[src/rtl/uart_tx_fifo.sv]
// UART transmitter fronted by a small synchronous FIFO.
// Upstream pushes words with a valid/ready handshake. The FSM pops a word whenever
// the line is free and sends start, data (LSB first), optional parity and stop bits.
// Frames go out back-to-back while the FIFO holds data.
module uart_tx_fifo #(
    parameter int CLK_FREQ   = 50_000_000,
    parameter int BAUD_RATE  = 9600,
    parameter int DATA_BITS  = 8,
    parameter int PARITY     = 0,
    parameter int STOP_BITS  = 1,
    parameter int FIFO_DEPTH = 16
) (
    input  logic                              clk,
    input  logic                              rst,
    input  logic [DATA_BITS-1:0]              tx_data,
    input  logic                              tx_valid,
    output logic                              tx_ready,
    output logic                              uart_tx,
    output logic                              busy,
    output logic [$clog2(FIFO_DEPTH+1)-1:0]   fifo_level
);

    localparam int BIT_CYCLES = CLK_FREQ / BAUD_RATE;
    localparam int BCW        = (BIT_CYCLES > 2) ? $clog2(BIT_CYCLES) : 1;
    localparam int LW         = $clog2(FIFO_DEPTH + 1);
    localparam int AW         = $clog2(FIFO_DEPTH);
    localparam int BTW        = $clog2(DATA_BITS);

    localparam logic [BCW-1:0] BAUD_LAST = BCW'(BIT_CYCLES - 1);
    localparam logic [BTW-1:0] DATA_LAST = BTW'(DATA_BITS - 1);
    localparam logic [BTW-1:0] STOP_LAST = BTW'(STOP_BITS - 1);
    localparam logic           ODD_PAR   = (PARITY == 1);

    typedef enum logic [2:0] {
        ST_IDLE,
        ST_START,
        ST_DATA,
        ST_PARITY,
        ST_STOP
    } state_t;

    // FIFO storage and pointers
    logic [DATA_BITS-1:0] mem [FIFO_DEPTH];
    logic [AW-1:0]        wr_ptr, rd_ptr;
    logic [LW-1:0]        count, count_n;
    logic                 full, empty, push, pop;
    logic [DATA_BITS-1:0] head;

    // Transmit side
    state_t               state, state_n;
    logic [BCW-1:0]       baud_cnt, baud_n;
    logic [BTW-1:0]       bit_cnt, bit_n;
    logic [DATA_BITS-1:0] shreg, shreg_n;
    logic                 par_bit, par_n;
    logic                 tx_n, busy_n, load, baud_end;

    assign full       = (count == LW'(FIFO_DEPTH));
    assign empty      = (count == '0);
    assign tx_ready   = !full;
    assign fifo_level = count;
    assign push       = tx_valid && !full;
    assign pop        = load;
    assign head       = mem[rd_ptr];
    assign baud_end   = (baud_cnt == BAUD_LAST);
    assign count_n    = count + LW'(push) - LW'(pop);

    // Storage write; contents need no reset since pointers define validity
    always_ff @(posedge clk) begin
        if (push) mem[wr_ptr] <= tx_data;
    end

    // FIFO pointers and occupancy; pointers wrap naturally at power-of-two depth
    always_ff @(posedge clk or negedge rst) begin
        if (!rst) begin
            wr_ptr <= '0;
            rd_ptr <= '0;
            count  <= '0;
        end else begin
            if (push) wr_ptr <= wr_ptr + AW'(1);
            if (pop)  rd_ptr <= rd_ptr + AW'(1);
            count <= count_n;
        end
    end

    // Next-state, bit timing and line value; a load both pops and starts a frame
    always_comb begin
        state_n = state;
        baud_n  = baud_cnt;
        bit_n   = bit_cnt;
        shreg_n = shreg;
        par_n   = par_bit;
        tx_n    = uart_tx;
        load    = 1'b0;

        if (state != ST_IDLE)
            baud_n = baud_end ? '0 : baud_cnt + BCW'(1);

        case (state)
            ST_IDLE: begin
                tx_n   = 1'b1;
                baud_n = '0;
                bit_n  = '0;
                load   = !empty;
            end
            ST_START: begin
                if (baud_end) begin
                    state_n = ST_DATA;
                    bit_n   = '0;
                    tx_n    = shreg[0];
                end
            end
            ST_DATA: begin
                if (baud_end) begin
                    if (bit_cnt == DATA_LAST) begin
                        bit_n = '0;
                        if (PARITY != 0) begin
                            state_n = ST_PARITY;
                            tx_n    = par_bit;
                        end else begin
                            state_n = ST_STOP;
                            tx_n    = 1'b1;
                        end
                    end else begin
                        bit_n   = bit_cnt + BTW'(1);
                        shreg_n = shreg >> 1;
                        tx_n    = shreg[1];
                    end
                end
            end
            ST_PARITY: begin
                if (baud_end) begin
                    state_n = ST_STOP;
                    bit_n   = '0;
                    tx_n    = 1'b1;
                end
            end
            ST_STOP: begin
                if (baud_end) begin
                    if (bit_cnt == STOP_LAST) begin
                        bit_n = '0;
                        if (!empty) begin
                            load = 1'b1;
                        end else begin
                            state_n = ST_IDLE;
                            tx_n    = 1'b1;
                        end
                    end else begin
                        bit_n = bit_cnt + BTW'(1);
                    end
                end
            end
            default: begin
                state_n = ST_IDLE;
                tx_n    = 1'b1;
            end
        endcase

        // Common frame start from IDLE or straight out of the last stop bit
        if (load) begin
            state_n = ST_START;
            shreg_n = head;
            par_n   = (^head) ^ ODD_PAR;
            tx_n    = 1'b0;
            bit_n   = '0;
            baud_n  = '0;
        end
    end

    assign busy_n = (state_n != ST_IDLE) || (count_n != '0);

    // Transmit state registers; reset forces the line idle immediately
    always_ff @(posedge clk or negedge rst) begin
        if (!rst) begin
            state    <= ST_IDLE;
            baud_cnt <= '0;
            bit_cnt  <= '0;
            shreg    <= '0;
            par_bit  <= 1'b0;
            uart_tx  <= 1'b1;
            busy     <= 1'b0;
        end else begin
            state    <= state_n;
            baud_cnt <= baud_n;
            bit_cnt  <= bit_n;
            shreg    <= shreg_n;
            par_bit  <= par_n;
            uart_tx  <= tx_n;
            busy     <= busy_n;
        end
    end

endmodule

[config.mk]
export PLATFORM = sky130hd
export DESIGN_NAME = uart_tx_fifo
export DESIGN_NICKNAME = d
export VERILOG_FILES = /design/src/rtl/uart_tx_fifo.sv
export SDC_FILE = /design/constraint.sdc
export NUM_CORES = 1
export LEC_CHECK = 0
export BUFFER_PORTS_ARGS = -buffer_cell sky130_fd_sc_hd__buf_2
export CAP_MARGIN = 20
export CORE_ASPECT_RATIO = 0.9
export CORE_MARGIN = 10
export CORE_UTILIZATION = 62
export CTS_CLUSTER_SIZE = 24
export DETAILED_ROUTE_END_ITERATION = 7
export PLACE_DENSITY = 0.79
export SLEW_MARGIN = 20
export SYNTH_ARGS = -nofsm -noshare
export SYNTH_HDL_FRONTEND = slang
export SYNTH_SLANG_ARGS = --single-unit
[constraint.sdc]
create_clock -name clk -period 4.44 [get_ports clk]
set_input_delay 0 -clock clk [delete_from_list [all_inputs] [get_ports clk]]
set_output_delay 0 -clock clk [all_outputs]
set_load 0.02 [all_outputs]
==> results of run 1 <==
-- metrics by stage --
step	instance area (µm²)	power [mW]	std cells
2_1_floorplan	7130	2.32	443
3_3_place_gp	7410	2.46	606
3_5_place_dp	7410	2.50	606
4_1_cts	8100	4.01	647
5_1_grt	8100	4.15	647
6_report	8100	4.00	647
-- per-layer routing --
metal / share of wire / GRT usage / up-vias
met2: 0.51 / 0.294 / 123
met4: 0.015 / 0.0728 / 0
met5: 0 / 0 / -
met1: 0.43 / 0.242 / 2021
li1: - / - / 1776
met3: 0.052 / 0.0588 / 18
-- power groups by stage --
stage / Combinational [mW] / Sequential, mW / Clock, mW
after detailed placement: 0.508 / 1.99 / 0
final: 0.533 / 1.96 / 1.51
after floorplan: 0.331 / 1.98 / 0
after global routing: 0.584 / 1.98 / 1.59
after CTS: 0.523 / 1.96 / 1.53
after global placement: 0.484 / 1.98 / 0
-- worst max-delay path, cell delays in order, from the launching register on --
cell	delay (ps)
dfrtp_1	410
inv_1	90
ha_1	160
or4b_2	590
o211a_1	270
o21ai_1	150
inv_1	120
ha_1	280
inv_1	50
ha_1	160
inv_1	60
fa_1	480
inv_1	60
or4b_1	500
or4_1	460
-- synth_stat cells (4+ instances only) --
| library cell | count |
|---|---|
| a21oi_1 | 10 |
| a22oi_1 | 14 |
| and2_1 | 10 |
| clkbuf_1 | 15 |
| dfrtp_1 | 41 |
| edfxtp_1 | 128 |
| ha_1 | 15 |
| inv_1 | 22 |
| mux4_2 | 33 |
| nand2_1 | 17 |
| nand3_1 | 16 |
| nand4_1 | 4 |
| nor2_1 | 29 |
| nor3_1 | 4 |
| nor4_1 | 5 |
| o21ai_0 | 13 |
| o22ai_1 | 9 |
| xnor2_1 | 13 |
| xor2_1 | 8 |
-- state kept, by name, indices dropped and copies added, names as in the netlist --
name	count
busy	1
mem	128
rd_ptr	4
bit_cnt	3
state	3
wr_ptr	4
baud_cnt	13
shreg	8
fifo_level	5
uart_tx	1
-- cell usage in the layout, fill, tap and decap left out, types with 2 or more instances in the layout --
cell type | netlist | routed
inv_6 | 0 | 3
clkbuf_16 | 0 | 17
bufinv_16 | 0 | 2
dlygate4sd3_1 | 0 | 9
nand3_1 | 16 | 16
edfxtp_1 | 128 | 128
nor2_1 | 29 | 29
a22oi_1 | 14 | 14
buf_4 | 0 | 8
nand2_1 | 17 | 17
o22ai_1 | 9 | 9
xnor2_1 | 13 | 13
nand4_1 | 4 | 4
nor3_1 | 4 | 4
and2_1 | 10 | 10
mux4_2 | 33 | 33
xor2_1 | 8 | 8
nand4b_1 | 2 | 2
ha_1 | 15 | 15
nor2b_1 | 3 | 3
nor4_1 | 5 | 5
o21ai_0 | 13 | 13
clkinvlp_4 | 0 | 2
inv_1 | 22 | 22
clkinv_2 | 0 | 2
nor3b_1 | 3 | 3
buf_2 | 2 | 18
o21bai_1 | 3 | 3
a21oi_1 | 10 | 10
inv_8 | 0 | 5
dfrtp_1 | 41 | 40
-- path summary, 6_finish.rpt --
path	slack [ps]	to	start	cells after the start
setup reg to reg	470	busy$_DFF_PN0_	fifo_level[2]$_DFF_PN0_	14
hold / removal	60	wr_ptr[0]$_DFFE_PN0P_	tx_valid	3
min in group asynchronous	260	baud_cnt[2]$_DFFE_PN0P_	rst	2
setup / recovery	470	busy$_DFF_PN0_	fifo_level[2]$_DFF_PN0_	14
max in group asynchronous	3540	rd_ptr[0]$_DFFE_PN0N_	rst	2
hold reg to reg	490	baud_cnt[0]$_DFFE_PN0P_	baud_cnt[0]$_DFFE_PN0P_	1
-- what timing repair did --
action / CTS / global route
gates resized for setup: 0 / 0
hold endpoints to repair: 169 / 0
hold buffers: 9 / 0
buffers inserted: 0 / 0
-- cells by family (layout without fill, tap and decap cells) --
family | after synthesis | in the layout | synth area share
AO/OA/AOI/OAI | 56 | 56 | 0.0509
XOR/XNOR | 21 | 21 | 0.0258
multiplexers | 35 | 35 | 0.107
flip-flops | 170 | 170 | 0.686
buffers and inverters | 41 | 89 | 0.0219
AND/OR/NAND/NOR | 103 | 103 | 0.0774
adder cells (fa/ha/maj) | 17 | 17 | 0.0305
-- final cells by class --
type / count / area (µm²)
Inverter: 22 / 82.6
Tap cell: 156 / 195
Multi-Input combinational cell: 232 / 2080
Clock buffer: 17 / 425
Fill cell: 679 / 3240
Clock inverter: 15 / 176
Timing Repair Buffer: 35 / 240
Sequential cell: 170 / 4900
==> impl_metrics.tcl, run 1 <==
set metrics [dict create \
    hp-class "in2reg" \
    seq_power_share 0.490 \
    max_cap_viol_count 0 \
    p_leak_nw 2.94 \
    port_buffers 18 \
    clkLatencyLatePin_ps 430 \
    vias 3938 \
    grt_pass1_vias 4043 \
    synth_cell_types 47 \
    clk_pin_slew_ps 70 \
    swShare 0.269 \
    switchingPower_mw 1.08 \
    final_util 0.714 \
    ys_seq_area_frac 0.686 \
    place_hpwl_um 9000 \
    finalMaxSlewViolations 0 \
    via_per_inst 6.09 \
    fin_worst_skew_ps 11.2 \
    synth_warnings 0 \
    nNetsFinal 505 \
    yosys.area.top_type "edfxtp_1" \
    hold_viol_final 0 \
    htreeDepth 4 \
    synth-seq-cells 170 \
    pre_cts_ws_ps 469 \
    worst_pin_slew_ps 1040 \
    status "completed" \
    antennaDiodeCount 0 \
    worstSetupPathType "reg2reg" \
    cts_buffer_depth 2 \
    cts_sinks 170 \
    avgSynthCellArea_um2 16.1 \
    io_pins 19 \
    final_antenna_net_count 0 \
    ys_top_cells_by_area "edfxtp_1, dfrtp_1, mux4_2, ha_1, xnor2_1" \
    die_x_um 133 \
    fmax_ghz 0.252 \
    worstPathArrival_ps 4270 \
    power_density_nw_per_um2 495 \
    crit_required_ps 4740 \
    period_needed_ps 3970 \
    netlist_instances 443 \
    internal_power_mw 2.93 \
    drc_errors 0 \
    core_um2 11300 \
    cts_tree "done" \
    drt-total-wl_um 14000 \
    drtIter0Drc 487 \
    async_flop_share 0.247 \
    area_delta_synth_final_pct 13.5 \
    setup_viol 0 \
    globalplace.congestion 0.851 \
    finalCritPeriodShare 0.893 \
    drtPass1Iterations 4 \
    start_util 0.629 \
    ctsRootBufferMaster "clkbuf_16" \
    synth_ff_type "edfxtp_1" \
    antenna_found_initial 0 \
    gr-total-overflow 0 \
    die_h_um 122 \
    wl_per_cell_um 21.7 \
    cts_inserted_buffers 17 \
    end_kind "flip-flop" \
    drive_above_1_share 0.206 \
    critPathLaunchType "flip-flop" \
    setup_tns_ps 0 \
    path_max_fanout 11 \
    power_frac_clock 0.377 \
    p_comb_frac 0.133 \
    grt_pass1_wl_um 22800 \
    rsz0062_at_grt "false" \
    synth_edf_count 128 \
    fin_hold_ws_ps 61.8 \
    grtUsageTotal 0.187 \
    netlist.area_leader.share 0.539 \
    grt_max_degree 43 \
    relSlewSlack 0.300 \
    setup_slack_ps 475 \
    syn_area_um2 7130 \
    num_rows 37 \
    die-area_um2 16200 \
    vdd_drop_max_uv 426 \
    syn_nets 470 \
]
(Power assumes the default switching activity.)
==> run 2, diff against run 1 <==
CORE_UTILIZATION = 65   (was 62)
PLACE_DENSITY = 0.83   (was 0.79)
clock period = 4.7 ns   (was 4.44 ns; I/O delays follow)
==> impl_metrics.tcl, run 2 (same netlist as run 1, synthesis figures left out) <==
set metrics [dict create \
    status "completed" \
    cts_tree "done" \
    die_x_um 130 \
    area_delta_synth_final_pct 13.0 \
    drtPass1Iterations 5 \
    die_h_um 119 \
    power_density_nw_per_um2 468 \
    crit_required_ps 5000 \
    place_hpwl_um 8900 \
    pre_cts_ws_ps 748 \
    cts_buffer_depth 2 \
    worst_r2r_endpoint "busy$_DFF_PN0_" \
    nNetsFinal 505 \
    largest-register "mem" \
    largest_reg_flops 128 \
    grt_max_degree 43 \
    post_dp_cell_area_um2 7380 \
    core_um2 10800 \
    seq_power_share 0.493 \
    vias 3988 \
    setup_slack_ps 706 \
    slowest_stage "or4b_2" \
    drc_errors 0 \
    crit_top_cell "inv_1" \
    finalPower_mw 3.77 \
    nFillCells 604 \
    finalCritPeriodShare 0.850 \
    max_cap_viol_count 0 \
    clk_pin_slew_ps 60 \
    reg2reg_from "fifo_level[2]$_DFF_PN0_" \
    worstPathArrival_ps 4290 \
    drtIter0Drc 483 \
    crit_chain "inv_1 > ha_1 > or4b_2 > o211a_1 > o21ai_1 > inv_1 > ha_1 > inv_1 > ha_1 > inv_1 > fa_1 > xnor2_1 > or4b_1 > or4_1" \
    holdPathEnd "wr_ptr[0]$_DFFE_PN0P_" \
    htreeDepth 4 \
    antennaDiodeCount 0 \
    relSlewSlack 0.314 \
    reg.largest.list "mem (128), baud_cnt (13), shreg (8)" \
    p_comb_frac 0.135 \
    fin_area_um2 8060 \
    grt_pass1_vias 4118 \
    final_common_cell "edfxtp_1" \
    setup_tns_ps 0 \
    via_per_inst 6.39 \
    clkLatencyLatePin_ps 430 \
    worstSetupPathType "reg2reg" \
    hold_depth 3 \
    switchingPower_mw 1.01 \
    reg2reg_depth 14 \
    worst_pin_slew_ps 1030 \
    crit_path_max_incr_delay_ps 600 \
    grt_pass1_wl_um 23400 \
    globalplace.congestion 0.824 \
    grtUsageTotal 0.200 \
    period_needed_ps 3990 \
    power_frac_clock 0.372 \
    fin_worst_skew_ps 13.2 \
    vdd_drop_max_uv 475 \
    critPathLaunchType "flip-flop" \
    drive_above_1_share 0.202 \
    setup_viol 0 \
    cp-startpoint "fifo_level[2]$_DFF_PN0_" \
    io_pins 19 \
    finalMaxSlewViolations 0 \
    ctsRootBufferMaster "clkbuf_16" \
    dp_cells 583 \
    ctsResizeCount 0 \
    num_rows 36 \
    cts_inserted_buffers 17 \
    fin_cells 624 \
    end_kind "flip-flop" \
    port_buffers 18 \
    hold_start "tx_valid" \
    die-area_um2 15600 \
    fmax_ghz 0.250 \
    drt-total-wl_um 14500 \
    gr-total-overflow 0 \
    hold_viol_final 0 \
    start_util 0.663 \
    cts_sinks 170 \
    r2r_slack_ps 710 \
    rsz0062_at_grt "false" \
    antenna_found_initial 0 \
    internal_power_mw 2.76 \
    final_antenna_net_count 0 \
    hp-class "in2reg" \
    path_max_fanout 11 \
    p_leak_nw 2.93 \
    layout_common_cells "edfxtp_1, dfrtp_1, mux4_2, nor2_1, inv_1" \
    swShare 0.268 \
    wl_per_cell_um 23.2 \
]
[run 2: changes by cell type in the layout (fill, tap and decap cells not counted)]
cell	before	now
inv_8	5	3
clkinv_2	2	1
clkbuf_1	0	1
clkinv_4	1	2
clkinv_1	0	1
[run 2: power by group through the flow]
stage | Clock (mW) | Sequential (mW) | Combinational, mW
final | 1.40 | 1.86 | 0.508
after global routing | 1.47 | 1.87 | 0.552
after CTS | 1.41 | 1.86 | 0.503
after detailed placement | 0 | 1.88 | 0.484
after global placement | 0 | 1.87 | 0.463
after floorplan | 0 | 1.87 | 0.313
[run 2: layout make-up]
class	instances	area (µm²)	share of cell area
sequential	170	4900	0.608
tap	133	166	0.0207
timing repair buffer	35	240	0.0298
clock inverter	14	161	0.0200
inverter	22	82.6	0.0102
multi-input combinational	232	2080	0.258
clock buffer	18	429	0.0533
[run 2: through the flow]
stage / hold WS [ps] / util
finish: 104 / 0.748
global placement: 183 / 0.685
global route: 116 / 0.748
floorplan: -296 / -
detailed placement: 194 / 0.685
CTS: 90.9 / 0.748
[run 2: worst max-delay path by stage]
stage | to | slack [ps] | cells past startpoint
final | busy$_DFF_PN0_ | 710 | 14
after global routing | busy$_DFF_PN0_ | 490 | 14
after CTS | busy$_DFF_PN0_ | 720 | 14
after detailed placement | busy$_DFF_PN0_ | 750 | 14
after global placement | busy$_DFF_PN0_ | 810 | 14
after floorplan | busy$_DFF_PN0_ | 790 | 14
[run 2: what timing repair did]
| action | in CTS | in global routing |
|---|---|---|
| buffers inserted | 0 | 0 |
| hold endpoints to repair | 169 | 0 |
| hold buffers | 9 | 0 |
[run 2: worst max-delay path: cells and delay by family, from the launching register on]
family	cells	cell delay [ps]
adders and majority gates	4	1010
xor gates and xnor gates	1	170
DFF	1	410
buffers and inverters	4	320
and+or+nand+nor	3	1530
AOI/OAI and AO/OA	2	430
[run 2: per-layer routing]
layer | track usage | vias to the layer above | part of all wire | routed length, µm
li1 | - | 1770 | - | -
met1 | 0.261 | 2058 | 0.42 | 6030
met2 | 0.322 | 144 | 0.52 | 7550
met3 | 0.0506 | 16 | 0.051 | 743
met4 | 0.0660 | 0 | 0.0099 | 144
met5 | 0 | - | 0 | 0
==> run 3, diff against run 2 <==
CORE_UTILIZATION = 56   (was 65)
PLACE_DENSITY = 0.76   (was 0.83)
clock period = 3.4 ns   (was 4.7 ns; I/O delays follow)
==> impl_metrics.tcl, run 3 (same netlist as run 1, synthesis figures left out) <==
set metrics [dict create \
    status "finished with violations" \
    violations "negative setup slack" \
    p_leak_nw 3.05 \
    worstSetupPathType "reg2reg" \
    layout_common_cells "edfxtp_1, dfrtp_1, mux4_2, nor2_1, buf_4" \
    hold_viol_final 0 \
    worstPathArrival_ps 3730 \
    setup_slack_ps -39.2 \
    antennaDiodeCount 0 \
    grt_pass1_wl_um 22000 \
    port_buffers 18 \
    fmax_ghz 0.291 \
    fin_worst_skew_ps 7.84 \
    vdd_drop_max_uv 462 \
    place_hpwl_um 9060 \
    final_util 0.663 \
    grt_pass1_vias 4041 \
    cts_inserted_buffers 17 \
    finalCritPeriodShare 1.01 \
    io_pins 19 \
    hp-class "in2reg" \
    cts_buffer_depth 2 \
    clkLatencyLatePin_ps 430 \
    area_delta_synth_final_pct 17.0 \
    via_per_inst 5.94 \
    path_max_fanout 2 \
    relSlewSlack 0.362 \
    drive_above_1_share 0.260 \
    reg.largest.list "mem (128), baud_cnt (13), shreg (8)" \
    end_kind "flip-flop" \
    power_density_nw_per_um2 644 \
    final_common_cell "edfxtp_1" \
    ctsRootBufferMaster "clkbuf_16" \
    dp_cells 630 \
    die_x_um 139 \
    finalMaxSlewViolations 0 \
    grt_max_degree 43 \
    die-area_um2 17700 \
    drt-total-wl_um 13800 \
    final_antenna_net_count 0 \
    nNetsFinal 522 \
    finalPower_mw 5.37 \
    nFillCells 855 \
    fin_area_um2 8350 \
    setup_tns_ps -39.2 \
    clk_pin_slew_ps 60 \
    critPathLaunchType "flip-flop" \
    fin_cells 672 \
    period_needed_ps 3440 \
    vias 3993 \
    cts_tree "done" \
    gr-total-overflow 0 \
    drc_errors 0 \
    setup_viol 1 \
    largest-register "mem" \
    drtIter0Drc 397 \
    globalplace.congestion 0.779 \
    grtUsageTotal 0.159 \
    multiInputGateArea_um2 2160 \
    die_h_um 127 \
    antenna_found_initial 0 \
    wl_per_cell_um 20.5 \
    worst_pin_slew_ps 958 \
    drtPass1Iterations 5 \
    rsz0062_at_grt "true" \
    core_um2 12600 \
    crit_required_ps 3700 \
    max_cap_viol_count 0 \
    largest_reg_flops 128 \
    cts_sinks 170 \
    num_rows 39 \
    seq_area_um2 4900 \
    post_dp_cell_area_um2 7600 \
    start_util 0.567 \
    htreeDepth 4 \
]
-- run 3: cell types whose count changed in the layout (fill, tap and decap cells not counted), moves of 3 or more --
cell and delta:
buf_4 +16, ha_1 -3, ha_4 +3, inv_1 -6, inv_2 +6, inv_8 -3
-- run 3: metal layers --
| metal | GRT usage | vias to the layer above | wire length [µm] |
|---|---|---|---|
| li1 | - | 1799 | - |
| met1 | 0.217 | 2055 | 6190 |
| met5 | 0 | - | 0 |
| met2 | 0.240 | 119 | 6760 |
| met3 | 0.0344 | 20 | 586 |
| met4 | 0.0705 | 0 | 248 |
-- run 3: layout make-up --
cell class	instances	share of cell area
clock inverter	15	0.0234
sequential	170	0.587
multi-input combinational	232	0.259
clock buffer	17	0.0510
timing repair buffer	52	0.0456
tap	164	0.0246
inverter	22	0.00989
-- run 3: metrics by stage --
| stage | setup slack, ps | hold WS (ps) |
|---|---|---|
| 3_5_place_dp | -33.2 | 197 |
| 2_1_floorplan | -35.2 | -296 |
| 6_report | -39.2 | 16.7 |
| 5_1_grt | -114 | 66.1 |
| 4_1_cts | -63.0 | 17.5 |
| 3_3_place_gp | 38.4 | 197 |
-- run 3: path summary, 6_finish.rpt --
| check | start | end | slack, ps | cells past startpoint |
|---|---|---|---|---|
| hold reg to reg | baud_cnt[0]$_DFFE_PN0P_ | baud_cnt[0]$_DFFE_PN0P_ | 490 | 1 |
| hold / removal | tx_valid | wr_ptr[0]$_DFFE_PN0P_ | 20 | 4 |
| setup reg to reg | fifo_level[3]$_DFF_PN0_ | busy$_DFF_PN0_ | -40 | 14 |
| max in group asynchronous | rst | fifo_level[3]$_DFF_PN0_ | 2470 | 2 |
| setup / recovery | fifo_level[3]$_DFF_PN0_ | busy$_DFF_PN0_ | -40 | 14 |
| min in group asynchronous | rst | baud_cnt[0]$_DFFE_PN0P_ | 270 | 2 |
-- run 3: power by group --
group | switching, mW | total (mW) | internal (mW)
logic | 0.464 | 0.806 | 0.342
clock network | 0.786 | 2.01 | 1.23
registers | 0.0957 | 2.55 | 2.46
total | 1.35 | 5.37 | 4.03
-- run 3: repair_timing --
action,4_1_cts,5_1_grt
buffers inserted,1,0
endpoints found under the setup margin,1,1
hold endpoints to repair,169,0
resized for setup,0,6
pin swaps,1,0
hold buffers,9,0
-- run 3: worst max-delay path, cell delays in order, from the launching register on --
cell	delay, ps
dfrtp_2	400
inv_2	90
ha_4	140
or4b_4	450
o211a_1	180
o21ai_4	80
inv_2	70
ha_4	230
inv_2	60
ha_4	130
inv_2	30
fa_2	530
inv_2	40
or4b_4	490
or4_1	400
